[src/rtl/serial_load_sequencer_pkg.sv]
// Shared types for the serial load sequencer and the 4-bit load/clear register stage.
// State encoding and the default frame width.
package serial_load_sequencer_pkg;

  typedef enum logic [1:0] {
    IDLE   = 2'd0,
    SHIFT  = 2'd1,
    PARITY = 2'd2,
    LOAD   = 2'd3
  } state_e;

  localparam int DEFAULT_WIDTH = 4;

endpackage

[src/rtl/serial_load_sequencer_bit_counter.sv]
// Accepted-bit counter for one frame: clears on frame start, counts enabled bits,
// saturates at WIDTH and flags when the count reaches WIDTH.
module serial_bit_counter
  import serial_load_sequencer_pkg::*;
#(
  parameter int WIDTH = DEFAULT_WIDTH,
  localparam int CW = $clog2(WIDTH + 1)
) (
  input  logic clk,
  input  logic clear,
  input  logic start_clr,
  input  logic cnt_en,
  output logic tc
);

  logic [CW-1:0] count_q;
  logic [CW-1:0] count_d;

  always_comb begin
    count_d = count_q;
    if (start_clr) begin
      count_d = '0;
    end else if (cnt_en && (count_q != CW'(WIDTH))) begin
      count_d = count_q + 1'b1;
    end
  end

  // Flags the bit being accepted this cycle as the WIDTH-th one of the frame.
  assign tc = (count_d == CW'(WIDTH));

  always_ff @(posedge clk) begin
    if (clear) begin
      count_q <= '0;
    end else begin
      count_q <= count_d;
    end
  end

endmodule

[src/rtl/serial_load_sequencer.sv]
// Serial-to-parallel front end that writes assembled words into the load/clear register.
// Optional parity stage enabled by defining PARITY_CHECK_EN.
module serial_load_sequencer
  import serial_load_sequencer_pkg::*;
#(
  parameter int WIDTH     = DEFAULT_WIDTH,
  parameter bit MSB_FIRST = 1'b0
) (
  input  logic             clk,
  input  logic             clear,
  input  logic             start,
  input  logic             serial_in,
  input  logic             bit_valid,
  output logic [WIDTH-1:0] data_out,
  output logic             load,
  output logic             busy,
  output logic             frame_err
);

  state_e             state_q, state_d;
  logic [WIDTH-1:0]   shift_q, shift_d;
  logic [WIDTH-1:0]   data_q, data_d;
  logic               load_q, load_d;
  logic               busy_q, busy_d;
  logic               err_q, err_d;
  logic               start_clr;
  logic               cnt_en;
  logic               tc;
  logic [WIDTH-1:0]   shifted;

  serial_bit_counter #(
    .WIDTH (WIDTH)
  ) u_bit_counter (
    .clk       (clk),
    .clear     (clear),
    .start_clr (start_clr),
    .cnt_en    (cnt_en),
    .tc        (tc)
  );

  assign shifted = MSB_FIRST ? ((shift_q << 1) | WIDTH'(serial_in))
                             : ((shift_q >> 1) | (WIDTH'(serial_in) << (WIDTH - 1)));

  always_comb begin
    state_d   = state_q;
    shift_d   = shift_q;
    data_d    = data_q;
    load_d    = 1'b0;
    err_d     = 1'b0;
    start_clr = 1'b0;
    cnt_en    = 1'b0;
    case (state_q)
      IDLE: begin
        // busy_q is still high during a parity-error cycle, which sits in IDLE.
        if (start && !busy_q) begin
          state_d   = SHIFT;
          shift_d   = '0;
          start_clr = 1'b1;
        end
      end
      SHIFT: begin
        if (bit_valid) begin
          cnt_en  = 1'b1;
          shift_d = shifted;
          if (tc) begin
`ifdef PARITY_CHECK_EN
            state_d = PARITY;
`else
            state_d = LOAD;
            load_d  = 1'b1;
            data_d  = shifted;
`endif
          end
        end
      end
      PARITY: begin
`ifdef PARITY_CHECK_EN
        if (bit_valid) begin
          if ((^shift_q) ^ serial_in) begin
            state_d = IDLE;
            err_d   = 1'b1;
          end else begin
            state_d = LOAD;
            load_d  = 1'b1;
            data_d  = shift_q;
          end
        end
`else
        state_d = IDLE;
`endif
      end
      LOAD: begin
        state_d = IDLE;
      end
      default: begin
        state_d = IDLE;
      end
    endcase
    busy_d = (state_d != IDLE) || err_d;
  end

  always_ff @(posedge clk) begin
    if (clear) begin
      state_q <= IDLE;
      shift_q <= '0;
      data_q  <= '0;
      load_q  <= 1'b0;
      busy_q  <= 1'b0;
      err_q   <= 1'b0;
    end else begin
      state_q <= state_d;
      shift_q <= shift_d;
      data_q  <= data_d;
      load_q  <= load_d;
      busy_q  <= busy_d;
      err_q   <= err_d;
    end
  end

  assign data_out  = data_q;
  assign load      = load_q;
  assign busy      = busy_q;
  assign frame_err = err_q;

endmodule

[config.mk]
export PLATFORM = sky130hd
export DESIGN_NAME = serial_load_sequencer
export DESIGN_NICKNAME = d
export VERILOG_FILES = /design/src/rtl/serial_load_sequencer_pkg.sv /design/src/rtl/serial_load_sequencer_bit_counter.sv /design/src/rtl/serial_load_sequencer.sv
export SDC_FILE = /design/constraint.sdc
export NUM_CORES = 1
export LEC_CHECK = 0
export CAP_MARGIN = 0
export CORE_MARGIN = 4
export CORE_UTILIZATION = 44
export DETAILED_ROUTE_END_ITERATION = 8
export GPL_ROUTABILITY_DRIVEN = 0
export PLACE_DENSITY = 0.72
export SYNTH_ARGS = -nofsm -noshare
export SYNTH_HDL_FRONTEND = slang
export SYNTH_SLANG_ARGS = --single-unit
[constraint.sdc]
create_clock -name clk -period 1.48 [get_ports clk]
set_input_delay 0.37 -clock clk [delete_from_list [all_inputs] [get_ports clk]]
set_output_delay 0.37 -clock clk [all_outputs]
set_load 0.02 [all_outputs]
==> results of run 1 <==
-- registers in the layout (all words and copies together) (netlist names) --
signal	flops
data_out	4
shift_q	3
u_bit_counter.count_q	3
state_q	2
busy	1
load	1
-- cell families (layout without fill, tap and decap cells) --
family / after synthesis / count (layout) / synth area share, %
other: 1 / 1 / 0.569
AO/OA/AOI/OAI: 9 / 9 / 8.73
XOR/XNOR: 1 / 1 / 1.33
AND/OR/NAND/NOR: 28 / 28 / 29.4
buffers and inverters: 5 / 27 / 3.98
multiplexers: 6 / 6 / 9.68
flip-flops: 14 / 14 / 42.5
adder cells (fa/ha/maj): 2 / 2 / 3.79
-- layout make-up --
type / instances / share of cell area, %
flip-flops and latches: 14 / 31.4
well taps: 15 / 2.06
clock buffers: 3 / 2.48
repair buffers: 21 / 19.1
inverters: 3 / 1.24
multi-input cells: 47 / 43.7
-- worst register-to-register path, stage by stage (launching register included) --
cell and delay (ps):
dfxtp_2 350, inv_2 50, ha_4 240, a21oi_2 130
a32oi_2 100, nor3_4 320, mux2i_1 220
-- power groups by stage --
stage          Combinational [mW]  Clock, mW  Sequential, mW
2_1_floorplan              0.0445          0           0.402
3_3_place_gp               0.0889          0           0.398
3_5_place_dp               0.0904          0           0.399
4_1_cts                    0.0922      0.217           0.390
5_1_grt                     0.111      0.230           0.390
6_report                    0.100      0.206           0.389
-- worst max-delay path by stage --
| stage | start | end | slack (ps) | depth (start not counted) |
|---|---|---|---|---|
| 6_report | start | u_bit_counter.count_q[1] | -6 | 5 |
| 5_1_grt | u_bit_counter.count_q[0] | data_out[2] | -90 | 6 |
| 4_1_cts | u_bit_counter.count_q[1] | data_out[2] | -60 | 5 |
| 3_5_place_dp | bit_valid | data_out[2] | -410 | 5 |
| 3_3_place_gp | bit_valid | data_out[2] | -380 | 5 |
| 2_1_floorplan | u_bit_counter.count_q[0] | data_out[0] | 40 | 6 |
-- cells in the mapped netlist, drive strengths merged --
cell type	number
o21bai	1
xnor2	1
ha	2
inv	3
nor4	2
nand2	4
conb	1
a21o	2
nand4b	4
nand3b	1
or3b	1
nand2b	1
dfxtp	14
nor3	3
buf	2
a21oi	5
or2b	8
a32oi	1
nor2	4
mux2i	6
-- through the flow --
stage / worst slack (ps) / cell area [sq um] / total power [mW]
after floorplan: 41.6 / 668 / 0.447
after global placement: -380 / 847 / 0.487
after detailed placement: -408 / 847 / 0.489
after CTS: -62.1 / 875 / 0.699
after global routing: -88.7 / 910 / 0.731
final: -6.31 / 910 / 0.696
-- repair_timing --
action / CTS / global route
setup buffers: 0 / 1
resized for setup: 11 / 6
pin swaps: 2 / 2
endpoints found under the setup margin: 12 / 12
-- routing by layer --
layer,track usage (%),vias to the layer above,wire [microns]
met5,0,-,0
met3,4.69,2,69
met1,17.7,261,604
li1,-,273,-
met2,21.7,15,577
met4,4.97,0,10
-- layout by cell type, fill, tap and decap left out, types with 2 or more instances in the layout --
| cell | instances |
|---|---|
| clkdlybuf4s50_1 | 3 |
| nand2_1 | 4 |
| or2b_1 | 2 |
| nor4_2 | 2 |
| nor2_1 | 4 |
| clkbuf_4 | 3 |
| a21oi_1 | 4 |
| buf_4 | 11 |
| or2b_2 | 6 |
| nor3_1 | 2 |
| dlygate4sd2_1 | 7 |
| mux2i_1 | 5 |
| nand4b_1 | 4 |
| dfxtp_1 | 12 |
| inv_2 | 2 |
==> key figures, run 1 <==
STA
  – PnR worst setup slack: -6.31 ps
  – Worst Skew: about 3.5 ps
  – Slew Viols, Final: 0
  – Max Clock Freq: just under 0.7 GHz
  – Setup repair after global routing missed its margin: true
  – Period utilization: 100%
  – Setup Viol. Count Final: 2
  – Hold_ws: 464 ps
  – Min cycle time layout: around 1500 ps
  – TNS Setup: -10.7 ps
  – Fin. Hold Viols: 0

GRT
  – Total track usage: approximately 14%
  – Grt ovf: 0
  – Global-route wire length before repair: about 2100 microns
  – Vias in the first global route: just over 500
  – Largest net degree at the start of global routing: 11
  – Initial antenna violation count: 0

Clock network
  – CTS Buf Count: 3
  – Clock sink total: 14
  – CTS H-tree depth: 1
  – TritonCTS clock tree: done
  – Clock slew at reported path FFs: roughly 80 ps
  – Clk_lat worst skew: 270 ps
  – CTS root buf: clkbuf_4
  – Cts hold-fix bufs: 0
  – CTS max path bufs: 2

Worst setup path
  – Critical path class: in2reg
  – Worst Path Arrival: about 1700 ps
  – Crit-path max cell delay: between 400 and 500 ps
  – Endpoint type of the worst setup path: flop
  – Flop2flop setup slack: 0 ps
  – RR Endpoint: data_out[2]
  – Critical-path cell list: clkdlybuf4s50_1 -> or3b_2 -> o21bai_1 -> buf_4 -> nor2_1
  – RR Startpoint: u_bit_counter.count_q[0]
  – Worst reg-to-reg path cell count: 6
  – Critical Path Slowest Stage Cell: clkdlybuf4s50_1
  – WP buf/inv: 2
  – Kind of start point of the critical path: primary input
  – Worst Path Required: approximately 1600 ps
  – Crit Path Max Fanout: 5
  – Largest delay share family, worst path: buffers and inverters

Floorplanning
  – Initial core utilization: 48.8%
  – Core area: 0.00135 sq mm
  – Die area: between 0.002 and 0.0025 sq mm
  – Die H: 46.7 microns
  – Row count: 13
  – I/O pins: 12
  – Die W: about 47 microns

Layout
  – Post-layout util: 67.4%
  – Ant. Diodes: 0
  – Layout cells sized above 1: 37.5%
  – Filler Cell Count: 106
  – Non-Filler Instances: around 100
  – Nets: 97
  – Area of the multi-input gates: a little under 400 sq um
  – Register Area: around 290 sq um
  – Area grow syn2layout: 38.0%

Routing
  – Vias per cell: 5.35
  – DRT Pass-1 Iters: 4
  – Detailed Route WL: 1260 microns
  – Antenna-violating nets left: 0
  – Post-DR wirelength/cell: between 10 and 15 microns
  – Via count: about 550
  – Drt initial violations: 24
  – DRC viols: 0

Synthesis
  – Synth Register Bits: 14
  – Sequential share of the synthesized area: a little over two fifths
  – Average size of a mapped cell: 9.99 sq um
  – Unique cell type count in the Yosys netlist: 24
  – Synthesized area: 659 sq um
  – Syn Nets: 73
  – Area contributors post-synth: dfxtp_1 (43%), or2b_2 (8.0%), mux2i_1 (7.6%)
  – Gate Count Post-Synth: 66
  – Share of Yosys cell area claimed by the top area cell type: 42.5%
  – Dominant cell type by area after synthesis: dfxtp_1
  – Yosys warnings: 0

Pwr
  – Clock share of power: about 30%
  – Internal power: approximately 0.53 mW
  – Leak Pwr: about 0.37 nW
  – Net Sw Frac: 24.1%
  – Cell Pwr Density: approximately 760 mW/mm^2
  – Max VDD drop: 0.659 mV
  – Sw Pwr: 0.168 mW
  – Sequential share of power: ~56%
  – Comb pwr share: ~14%

Placement
  – Dpl cells: just under 100
  – Post-DP HPWL: about 920 microns
  – Port bufs: 10

Run
  – MaxCap Viol Count: 0

Status
  – Status: finished with violations
  – Failing checks: negative setup slack

Worst hold path
  – Hold endpoint: shift_q[1]
  – Hold Startpoint: shift_q[1]
  – Hold Path Depth: 2
  – Worst min path class: reg2reg
No activity file was read; power rests on OpenSTA's default activity.
==> inputs of run 2 (changes only) <==
Settings changed: CORE_MARGIN 4 to unset.
==> run 2 against run 1 <==
  * The run still ends with negative setup slack left
  * Sequential share of layout area shrank 1.1 points
  * Core utilization up 3.2 points
  * Setup slack worse by 9.1 ps
  * First-iteration DRC count decreased by 88%
  * Non-clock buffer count is the same
  * Register-to-register slack worse by 20 ps
  * Combinational power hardly changed
  * Critical endpoint is now data_out[2]
  * Highest routed layer unchanged
  * Die area shrank 24%
  * Flip-flop and latch count did not move
  * Routed wire length up 4.2%
==> key figures, run 2 (synthesized netlist as in run 1, its figures left out) <==
Clock network
  – CTS H-tree depth: 1 (unchanged)
  – CTS root buf: clkbuf_4
  – Clk_lat worst skew: 280 ps (about the same)
  – Clock sink total: 14 (unchanged)
  – TritonCTS clock tree: done
  – Clock slew at reported path FFs: 90 ps (about the same)
  – CTS max path bufs: 2 (unchanged)
  – CTS Buf Count: 3 (unchanged)

Status
  – Status: finished with violations
  – Failing checks: negative setup slack

Pwr
  – Leak Pwr: 0.385 nW (+5.3%)
  – Max VDD drop: 0.561 mV (-15%)
  – Cell Pwr Density: 808 mW/mm^2 (+5.7%)
  – Final Power: 0.770 mW (+11%)

Routing
  – Vias per cell: 5.23 (-2.2%)
  – Antenna-violating nets left: 0 (unchanged)
  – Met3 wire len: 35 microns (-49%)
  – Detailed Route WL: 1320 microns (+4.2%)
  – Metal-1 WL: 602 microns (-0.33%)
  – Met2 Wirelength: 662 microns (+15%)
  – Via count: 544 (-1.3%)
  – DRC viols: 0 (unchanged)
  – DRT Pass-1 Iters: 2 (-2)
  – Post-DR wirelength/cell: 12.6 microns (+3.2%)
  – Highest metal used: met4
  – Drt initial violations: 3 (-88%)

Floorplanning
  – Initial core utilization: 48.8% (unchanged)
  – Core area: 0.00135 sq mm (unchanged)
  – Row count: 13 (unchanged)
  – I/O pins: 12 (unchanged)
  – Die area: 0.00166 sq mm (-24%)
  – Die W: 40.7 microns (-13%)
  – Die H: 40.7 microns (-13%)

STA
  – Worst Skew: 0.943 ps (-2.55 ps)
  – Hold_ws: 461 ps (-3.35 ps)
  – Setup repair after global routing missed its margin: true
  – Setup Viol. Count Final: 4 (+2)
  – Period utilization: 101% (+0.62 points)
  – Min cycle time layout: 1500 ps (+9.14 ps)
  – PnR worst setup slack: -15.4 ps (-9.14 ps)
  – TNS Setup: -26.6 ps (-15.9 ps)
  – Slew Viols, Final: 0 (unchanged)
  – Fin. Hold Viols: 0 (unchanged)
  – Max Clock Freq: 0.669 GHz (-0.61%)

Worst setup path
  – Kind of start point of the critical path: flop
  – Critical Path Slowest Stage Cell: dfxtp_4
  – Flop2flop setup slack: -20 ps (-20 ps)
  – Worst Path Arrival: 1710 ps (+60 ps)
  – Crit-path max cell delay: 390 ps (-80 ps)
  – WP buf/inv: 0 (-2)
  – Crit Path Max Fanout: 4 (-1)
  – Worst Path Required: 1700 ps (+60 ps)
  – Largest delay share family, worst path: multiplexers
  – Critical path class: reg2reg
  – Worst reg-to-reg path cell count: 5 (-1)
  – Critical-path cell list: ha_4 -> nand4b_1 -> mux2i_4 -> nor3_4 -> mux2i_1
  – Worst path depth: 5 (unchanged)
  – Endpoint type of the worst setup path: flop

Layout
  – Post-layout util: 70.5% (+3.2 points)
  – Final Cell Area: 952 sq um (+4.7%)
  – Most frequent cells in the layout: dfxtp_1 (12), buf_4 (10), dlygate4sd2_1 (7), or2b_2 (6), mux2i_1 (5)
  – Max FFs per register: 4 (unchanged)
  – Nets: 97 (unchanged)
  – Layout cells sized above 1: 38.2% (+0.70 points)
  – Ant. Diodes: 0 (unchanged)
  – Area grow syn2layout: 44.4%
  – Most common cell after layout, fill and taps aside: dfxtp_1

Run
  – MaxCap Viol Count: 0 (unchanged)

GRT
  – Total track usage: 17.7% (+3.8 points)
  – Vias in the first global route: 466 (-8.3%)
  – Largest net degree at the start of global routing: 11 (unchanged)
  – Initial antenna violation count: 0 (unchanged)
  – Grt ovf: 0 (unchanged)
  – Global-route wire length before repair: 1900 microns (-10%)

Placement
  – Placed instance area: 847 sq um (unchanged)
  – Post-DP HPWL: 879 microns (-4.1%)
  – Port bufs: 10 (unchanged)

Worst hold path
  – Hold Path Depth: 2 (unchanged)
  – Worst min path class: reg2reg
==> run 2: cell type report <==
cell class | instances | area, sq um
Clock buffer | 4 | 36.3
Fill cell | 106 | 398
Inverter | 3 | 16.3
Multi-Input combinational cell | 47 | 415
Sequential cell | 14 | 288
Tap cell | 15 | 18.8
Timing Repair Buffer | 21 | 178
==> run 2: worst min-delay path: cells and delay by family, from the launching register on <==
family,cells,cell delay (ps)
AOI/OAI and AO/OA,1,50
and+or+nand+nor,1,50
DFF,1,320
==> run 2: metrics by stage <==
step | setup WS [ps] | cells
after floorplan | 41.6 | 66
after global placement | -380 | 99
after detailed placement | -436 | 99
after CTS | -64.0 | 104
after global routing | -83.5 | 104
final | -15.4 | 104
==> run 2: final timing paths <==
| check | end | from |
|---|---|---|
| setup / recovery | data_out[2] | u_bit_counter.count_q[1] |
| hold / removal | shift_q[1] | shift_q[1] |
| setup reg to reg | data_out[2] | u_bit_counter.count_q[1] |
| hold reg to reg | shift_q[1] | shift_q[1] |
==> run 2: timing repair <==
action	in CTS	in global routing
hold endpoints to repair	0	0
setup endpoints to repair	12	12
hold buffers	0	0
pin swaps	2	5
setup buffers	1	0
resized for setup	9	15
==> run 2: report_power, final <==
part | internal, mW | switching (mW) | total (mW)
logic | 0.0517 | 0.0500 | 0.102
registers | 0.382 | 0.00806 | 0.390
clock network | 0.150 | 0.129 | 0.278
==> run 2: metal layers <==
layer  vias up  GRT usage (%)
li1        280              -
met5         -              0
met4         0           7.50
met3         2           3.26
met1       250           23.3
met2        12           28.2
